## config.mk

```make
export PLATFORM = sky130hd
export DESIGN_NAME = universal_shift_register_flat
export DESIGN_NICKNAME = d
export VERILOG_FILES = /design/src/rtl/universal_shift_register_if.sv /design/src/rtl/universal_shift_register.sv /design/src/flat_wrapper.sv
export SDC_FILE = /design/constraint.sdc
export NUM_CORES = 1
export LEC_CHECK = 0
export BUFFER_PORTS_ARGS = -buffer_cell sky130_fd_sc_hd__buf_2
export CAP_MARGIN = 20
export CORE_MARGIN = 2
export CORE_UTILIZATION = 52
export CTS_CLUSTER_DIAMETER = 100
export DETAILED_ROUTE_END_ITERATION = 10
export PLACE_DENSITY = 0.88
export SLEW_MARGIN = 5
export SYNTH_ARGS = -nofsm -noshare
export SYNTH_HDL_FRONTEND = slang
export SYNTH_SLANG_ARGS = --single-unit
```

## constraint.sdc

```tcl
create_clock -name Clk_In -period 2.3 [get_ports Clk_In]
set_input_delay 0.345 -clock Clk_In [delete_from_list [all_inputs] [get_ports Clk_In]]
set_output_delay 0.345 -clock Clk_In [all_outputs]
set_load 0.02 [all_outputs]
```

## src/rtl/universal_shift_register_if.sv

```systemverilog
// Purpose : control/data bundle of the universal shift register.
// Signals : Enable_In, Mode_In, Load_Data_In, Serial_L_In, Serial_R_In (towards the register),
//           Q_Out, Qb_Out, Serial_Msb_Out, Serial_Lsb_Out, Frame_Done_Out (from the register).
// Modports: master = the side driving operations, slave = the register itself.
interface universal_shift_register_if #(
  parameter int unsigned WIDTH = 8
);
  logic             Enable_In;
  logic [2:0]       Mode_In;
  logic [WIDTH-1:0] Load_Data_In;
  logic             Serial_L_In;
  logic             Serial_R_In;
  logic [WIDTH-1:0] Q_Out;
  logic [WIDTH-1:0] Qb_Out;
  logic             Serial_Msb_Out;
  logic             Serial_Lsb_Out;
  logic             Frame_Done_Out;

  modport master (
    output Enable_In, Mode_In, Load_Data_In, Serial_L_In, Serial_R_In,
    input  Q_Out, Qb_Out, Serial_Msb_Out, Serial_Lsb_Out, Frame_Done_Out
  );

  modport slave (
    input  Enable_In, Mode_In, Load_Data_In, Serial_L_In, Serial_R_In,
    output Q_Out, Qb_Out, Serial_Msb_Out, Serial_Lsb_Out, Frame_Done_Out
  );
endinterface

```

## src/rtl/universal_shift_register.sv

```systemverilog
// Purpose : WIDTH-bit register bank with hold, parallel load, logical shift,
//           rotate, arithmetic shift right and clear, plus a frame counter that
//           pulses Frame_Done_Out after every FRAME_LEN shift operations.
// Ports   : Clk_In   - clock, all state changes on the rising edge
//           Reset_In - synchronous active-high reset (Q=RESET_VALUE, count=0, pulse=0)
//           bus      - slave side of universal_shift_register_if (op select, load data,
//                      serial inputs, Q/Qb, serial taps, frame pulse)
module universal_shift_register #(
  parameter int unsigned      WIDTH       = 8,
  parameter int unsigned      FRAME_LEN   = 8,
  parameter logic [WIDTH-1:0] RESET_VALUE = '0
) (
  input logic                        Clk_In,
  input logic                        Reset_In,
  universal_shift_register_if.slave  bus
);

  localparam int unsigned CNT_W_RAW = $clog2(FRAME_LEN + 1);
  localparam int unsigned CNT_W     = (CNT_W_RAW < 1) ? 1 : CNT_W_RAW;
  localparam logic [CNT_W-1:0] CNT_LAST = CNT_W'(FRAME_LEN - 1);

  localparam logic [2:0] MODE_HOLD = 3'b000;
  localparam logic [2:0] MODE_LOAD = 3'b001;
  localparam logic [2:0] MODE_SHL  = 3'b010;
  localparam logic [2:0] MODE_SHR  = 3'b011;
  localparam logic [2:0] MODE_ROTL = 3'b100;
  localparam logic [2:0] MODE_ROTR = 3'b101;
  localparam logic [2:0] MODE_ASR  = 3'b110;
  localparam logic [2:0] MODE_CLR  = 3'b111;

  logic [WIDTH-1:0] q_q, q_d;
  logic [CNT_W-1:0] cnt_q, cnt_d;
  logic             frame_done_q, frame_done_d;

  logic [WIDTH-1:0] shl_val, shr_val, rotl_val, rotr_val, asr_val;
  logic [WIDTH-1:0] shift_val;
  logic             shift_op;

  // Shift results built on a WIDTH+1 vector and truncated, so WIDTH=1 needs no special case:
  // the widened vector always has a bit to drop and the serial/feedback bit lands in place.
  assign shl_val  = WIDTH'({q_q, bus.Serial_L_In});
  assign shr_val  = WIDTH'({bus.Serial_R_In, q_q} >> 1);
  assign rotl_val = WIDTH'({q_q, q_q[WIDTH-1]});
  assign rotr_val = WIDTH'({q_q[0], q_q} >> 1);
  assign asr_val  = WIDTH'({q_q[WIDTH-1], q_q} >> 1);

  // Next-state decode for register contents, frame counter and frame pulse.
  always_comb begin
    q_d          = q_q;
    cnt_d        = cnt_q;
    frame_done_d = 1'b0;
    shift_val    = q_q;
    shift_op     = 1'b0;

    if (bus.Enable_In) begin
      case (bus.Mode_In)
        MODE_HOLD: ;
        MODE_LOAD: begin
          q_d   = bus.Load_Data_In;
          cnt_d = '0;
        end
        MODE_SHL: begin
          shift_val = shl_val;
          shift_op  = 1'b1;
        end
        MODE_SHR: begin
          shift_val = shr_val;
          shift_op  = 1'b1;
        end
        MODE_ROTL: begin
          shift_val = rotl_val;
          shift_op  = 1'b1;
        end
        MODE_ROTR: begin
          shift_val = rotr_val;
          shift_op  = 1'b1;
        end
        MODE_ASR: begin
          shift_val = asr_val;
          shift_op  = 1'b1;
        end
        MODE_CLR: begin
          q_d   = '0;
          cnt_d = '0;
        end
        default: ;
      endcase
    end

    // Every shift-class op advances the frame; the last one of a frame wraps and pulses.
    if (shift_op) begin
      q_d = shift_val;
      if (cnt_q == CNT_LAST) begin
        cnt_d        = '0;
        frame_done_d = 1'b1;
      end else begin
        cnt_d = cnt_q + CNT_W'(1);
      end
    end
  end

  // State registers with synchronous reset.
  always_ff @(posedge Clk_In) begin
    if (Reset_In) begin
      q_q          <= RESET_VALUE;
      cnt_q        <= '0;
      frame_done_q <= 1'b0;
    end else begin
      q_q          <= q_d;
      cnt_q        <= cnt_d;
      frame_done_q <= frame_done_d;
    end
  end

  // Serial taps and complement are plain views of the stored value.
  assign bus.Q_Out          = q_q;
  assign bus.Qb_Out         = ~q_q;
  assign bus.Serial_Msb_Out = q_q[WIDTH-1];
  assign bus.Serial_Lsb_Out = q_q[0];
  assign bus.Frame_Done_Out = frame_done_q;

endmodule

```

## src/flat_wrapper.sv

```systemverilog
// flat-port wrapper written by rule: the top's interface ports become plain ports
module universal_shift_register_flat 
#(
  parameter int unsigned      WIDTH       = 8,
  parameter int unsigned      FRAME_LEN   = 8,
  parameter logic [WIDTH-1:0] RESET_VALUE = '0
)
  (Clk_In, Reset_In, bus_Enable_In, bus_Mode_In, bus_Load_Data_In, bus_Serial_L_In, bus_Serial_R_In, bus_Q_Out, bus_Qb_Out, bus_Serial_Msb_Out, bus_Serial_Lsb_Out, bus_Frame_Done_Out);
  universal_shift_register_if #(.WIDTH(WIDTH)) bus_i ();
  input logic Clk_In;
  input logic Reset_In;
  input wire logic [$bits(bus_i.Enable_In)-1:0] bus_Enable_In;
  input wire logic [$bits(bus_i.Mode_In)-1:0] bus_Mode_In;
  input wire logic [$bits(bus_i.Load_Data_In)-1:0] bus_Load_Data_In;
  input wire logic [$bits(bus_i.Serial_L_In)-1:0] bus_Serial_L_In;
  input wire logic [$bits(bus_i.Serial_R_In)-1:0] bus_Serial_R_In;
  output wire logic [$bits(bus_i.Q_Out)-1:0] bus_Q_Out;
  output wire logic [$bits(bus_i.Qb_Out)-1:0] bus_Qb_Out;
  output wire logic [$bits(bus_i.Serial_Msb_Out)-1:0] bus_Serial_Msb_Out;
  output wire logic [$bits(bus_i.Serial_Lsb_Out)-1:0] bus_Serial_Lsb_Out;
  output wire logic [$bits(bus_i.Frame_Done_Out)-1:0] bus_Frame_Done_Out;
  assign bus_i.Enable_In = bus_Enable_In;
  assign bus_i.Mode_In = bus_Mode_In;
  assign bus_i.Load_Data_In = bus_Load_Data_In;
  assign bus_i.Serial_L_In = bus_Serial_L_In;
  assign bus_i.Serial_R_In = bus_Serial_R_In;
  assign bus_Q_Out = bus_i.Q_Out;
  assign bus_Qb_Out = bus_i.Qb_Out;
  assign bus_Serial_Msb_Out = bus_i.Serial_Msb_Out;
  assign bus_Serial_Lsb_Out = bus_i.Serial_Lsb_Out;
  assign bus_Frame_Done_Out = bus_i.Frame_Done_Out;
  universal_shift_register #(.WIDTH(WIDTH), .FRAME_LEN(FRAME_LEN), .RESET_VALUE(RESET_VALUE)) u_core (.Clk_In(Clk_In), .Reset_In(Reset_In), .bus(bus_i));
endmodule
```

# --- After elaboration in Yosys (flattened, before gate mapping) ---
# Cells that the tools add are included.
# Widths: inputs -> output; s select.
word_totals:
  inputBits: 16
  out_inout_bits: 19
  word_cells: 39
  reg_bits: 13
op_classes:
  n_eq_ne: 11
  muxes: 12
  addsub: 1
  bitwise_logic: 2
  reduce_logical: 9
ops:
  columns: ["cell", "n"]
  rows:
  - ["$pmux 8 s5", 1]
  - ["$mux 8", 3]
  - ["$mux 4", 4]
  - ["$pmux 8 s2", 1]
  - ["$eq 3x3->1 const B", 4]
  - ["$not 8->8", 1]
  - ["$eq 3x2->1 const B", 2]
  - ["$ne 6x6->1 const B", 1]
  - ["$ne 5x5->1 const B", 1]
  - ["$reduce_or 5->1", 1]
  - ["$add 4x1->4 const B", 1]
  - ["$eq 4x3->1 const B", 1]
  - ["$reduce_and 4->1", 1]
  - ["$reduce_bool 2->1", 2]
  - ["$reduce_or 2->1", 2]
  - ["$eq 3x1->1 const B", 1]
  - ["$mux 1", 3]
  - ["$reduce_and 3->1", 1]
  - ["$reduce_bool 3->1", 1]
  - ["$ne 2x2->1 const B", 1]
  - ["$reduce_and 2->1", 1]
  - ["$not 1->1", 1]

# --- Logic depth before layout (Yosys ltp) ---
logic_depth:
  ltp_word: 6
  ltp_mapped: 7
  mapped_depth_nobuf: 4

# --- Worst setup path before layout ---
# OpenSTA, ideal clock, no wires.
synth_timing:
  path_kind: "input-to-reg"
  from: "in bus_Mode_In[1]"
  to: "reg u_core.q_q[0], in the netlist u_core.bus.Q_Out[0]"
  required_ns: 2.183
  slack_ns: 0.885
  path_stages: 6
  path_buffers: 2
  arrival_time_ns: 1.298
  setup_ns: 0.117
  cell_sequence: "buf_2 and3_2 buf_2 o21ai_0 nand3_1 a32o_1"
synth_via:
  elab_chain_len: 6
  word_cells_on_any_way: 18
  cone_classes: "eq/ne (8); mux (7); reduce/logical (3)"
synth_lines:
  columns: ["element", "line_no", "rtl"]
  rows:
  - ["start, declared", "flat_wrapper.sv:13", "input wire logic [$bits(bus_i.Mode_In)-1:0] bus_Mode_In;"]
  - ["$eq 3x2->1 / $eq 3x3->1 (equally long branches)", "universal_shift_register.sv:56", "case (bus.Mode_In)"]
  - ["$reduce_or 5->1 (no line)", null, null]
  - ["$mux 1", "universal_shift_register.sv:56", null]
  - ["$mux 1", "universal_shift_register.sv:55", "if (bus.Enable_In) begin"]
  - ["$ne 6x6->1 (no line) / $reduce_bool 3->1 (equally long branches)", null, null]
  - ["$reduce_and 3->1 (no line)", null, null]
  - ["end signal, assigned", "universal_shift_register.sv:109", "q_q <= q_d;"]
  - ["end, declared", "universal_shift_register.sv:31", "logic [WIDTH-1:0] q_q, q_d;"]
# Parallel ways exist; a longest one is shown, timed or not. The select of a mux whose other input is x is not followed.
# A chain may end at the register's enable or synchronous reset.

# --- Worst setup path after layout ---
layout_timing:
  from: "in bus_Mode_In[0]"
  to: "reg u_core.q_q[6], in the netlist u_core.bus.Q_Out[6]"
# Same word-level chain as after synthesis.

==> out/qor.csv <==
metric,value,unit
Num CTS Buffers,3,
post-CTS setup buffers,0,
I/O Buffers,34,
routability congestion estimate from global placement,0.822,
max_slew headroom,0.643,
"Req. time, crit path",2480,ps
clk buf depth,2,
Setup TNS Final,0,ps
CP max stage delay,390,ps
Worst R2R Setup Slack,1060,ps
CTS tree,yes,
Nets,155,
Iteration-0 DRC Markers,12,
Worst Hold End,u_core.bus.Q_Out[7]$_SDFFE_PP0P_,
diode count,0,
Synth Cell Area,948,sq um
cell taking the most area after synthesis,dfxtp_1,
global-route wire length before repair,3350,um
clock-pin slew on the worst setup and hold paths,80,ps
WS Path Type,in -> reg,
Max Cap Viol,0,
Critical path buffers and inverters,1,
I/O pin count,35,
Detailed Route WL,2130,um
number of flops mapped to enable cells by yosys,0,
syn avg cell area,8.62,sq um
share of the synthesized area in the top cell type,0.274,
antenna violations before repair,0,
max-slew violations,0,
post-cts gate resize count,0,
layout cell share with drive strength beyond 1,0.365,
post-route setup slack,908,ps
HPWL Detailed,1590,um
r2r startpoint,u_core.cnt_q[0]$_SDFFE_PP0P_,
min cycle time layout,1390,ps
Worst-Margin Slew,532,ps
drt wl/cell,13.1,um
hold path start,bus_Serial_R_In,
Clock Skew,7.09,ps
"Net Count, Synth",127,
"Slowest-stage cell, CP",mux2_2,
startpoint types,primary input,
Syn Inst Count,110,
vias in the first global route,751,
initial core utilization,0.549,
sequential share of the synthesized area,0.274,
GRT Total Usage,0.217,
number of synthesized register bits,13,
worst-path fanout max,24,
root buf cell,clkbuf_4,
Peak supply drop,318,uV
final setup fails,0,
row count,15,
Vias,937,
hold crit path type,in -> reg,
CP Data Arrival Time,1580,ps
CTS sink cnt,13,
"Hold Violations, Final",0,
die area,2180,sq um
DP Worst Slack,615,ps
Max Fclk,0.718,GHz
GRT overflow,0,
Pwr Density,530,nW/um^2
Tot Pwr,0.000582,W
die width,46.7,um
CP endpoint kind,flip-flop,
Async SR Flop Fraction,0,
largest net degree at the start of global routing,25,
drt via density,5.78,
synth top area cells,"dfxtp_1 (27%), mux2i_1 (5.3%), mux2_2 (4.7%)",
Crit Reg-Reg Endpoint,u_core.cnt_q[3]$_SDFFE_PP0P_,
CP cell instances,buf_2 -> mux2_2 -> o22ai_1 -> nand2_1 -> a32o_1,
DIE HEIGHT,46.7,um
fin crit share,0.605,
Worst-Skew Late Latency,290,ps
Core ar.,1730,sq um
synthesis-to-finish area growth,15.7,%
CTS H-tree lvls,1,
DRC,0,
"Top FF cell, synth",dfxtp_1,
Post-DRT Antenna Nets,0,
worst r2r path cells,4,
Post-CTS Hold Buffers,0,
DRT Pass-1 Iters,4,
hold slack,360,ps
number of library cell types mapped by synthesis,40,
CP top delay family,compound AO/OA/AOI/OAI gates,
leakage dissipation,0.467,nW
RSZ-0062 raised after global routing,false,
YS warnings,0,
status,finished clean,
Hold Crit Depth,3,
[worst max-delay path by stage]
stage,endpoint,startpoint,depth (start not counted),slack [ps]
floorplan,u_core.bus.Q_Out[0]$_SDFFE_PP0P_,bus_Mode_In[1],6,880
global placement,u_core.bus.Q_Out[3]$_SDFFE_PP0P_,bus_Mode_In[0],5,630
detailed placement,u_core.bus.Q_Out[6]$_SDFFE_PP0P_,bus_Mode_In[0],5,610
CTS,u_core.bus.Q_Out[6]$_SDFFE_PP0P_,bus_Mode_In[0],5,920
global route,u_core.bus.Q_Out[5]$_SDFFE_PP0P_,bus_Mode_In[2],5,820
finish,u_core.bus.Q_Out[6]$_SDFFE_PP0P_,bus_Mode_In[0],5,910
[tightest hold or removal path: stages]
cell	delay [ps]
buf_2	100
nand4b_1	80
a311oi_1	80
[report_power, final]
part	internal [W]	switching, W
clock	0.0000675	0.0000803
sequential	0.000239	0.0000184
combinational	0.0000719	0.000105
[layout by cell type, fill, tap and decap left out, types with 4 or more instances in the layout]
master and instances:
mux2i_1 5, inv_1 10, buf_2 34, nor2_1 6, o2bb2ai_1 4, dfxtp_1 13, a221oi_1 4, o21ai_0 5
a211oi_1 4, a21oi_1 5, mux2_2 4, nand2_1 4
[metrics by stage]
stage          area [sq um]  cells   util
5_1_grt                1100    162  0.636
2_1_floorplan           948    110      -
3_3_place_gp           1070    158  0.620
3_5_place_dp           1070    158  0.620
4_1_cts                1100    162  0.636
6_report               1100    162  0.636
[cell type report]
type                            count  area (sq um)
Tap cell                           25          31.3
Clock buffer                        4          26.3
Timing Repair Buffer               34           170
Inverter                           10          37.5
Fill cell                         170           629
Multi-Input combinational cell     76           572
Sequential cell                    13           260
[cell families (layout without fill, tap and decap cells)]
kind of cell	after synthesis	count (layout)	synth area share
AOI/OAI and AO/OA	39	39	0.328
xor gates and xnor gates	1	1	0.00924
adders and majority gates	1	1	0.0132
buffers and inverters	21	48	0.123
DFF	13	13	0.274
muxes	9	9	0.100
and+or+nand+nor	26	26	0.152
[synthesized netlist by cell type (all sizes together) (2+ instances only)]
library cell	instances
a32o	3
clkbuf	2
o2bb2ai	4
a311oi	2
dfxtp	13
nor2b	2
o21ai	6
a211oi	4
a221oi	4
nand3	2
nand2b	3
buf	9
mux2i	5
nand2	4
o22ai	2
a21o	3
inv	10
mux2	4
nor2	6
nor3	2
a21oi	6
and3	2
[sequential cells by signal (all words and copies together), names as in the netlist]
name / cells
u_core.bus.Frame_Done_Out: 1
u_core.bus.Q_Out: 8
u_core.cnt_q: 4
[layer usage]
layer	vias to the layer above	share of wire	track usage
li1	465	-	-
met1	440	0.43	0.267
met2	27	0.50	0.361
met3	5	0.054	0.0353
met4	0	0.018	0.117
met5	-	0	0
(Power assumes the default switching activity.)
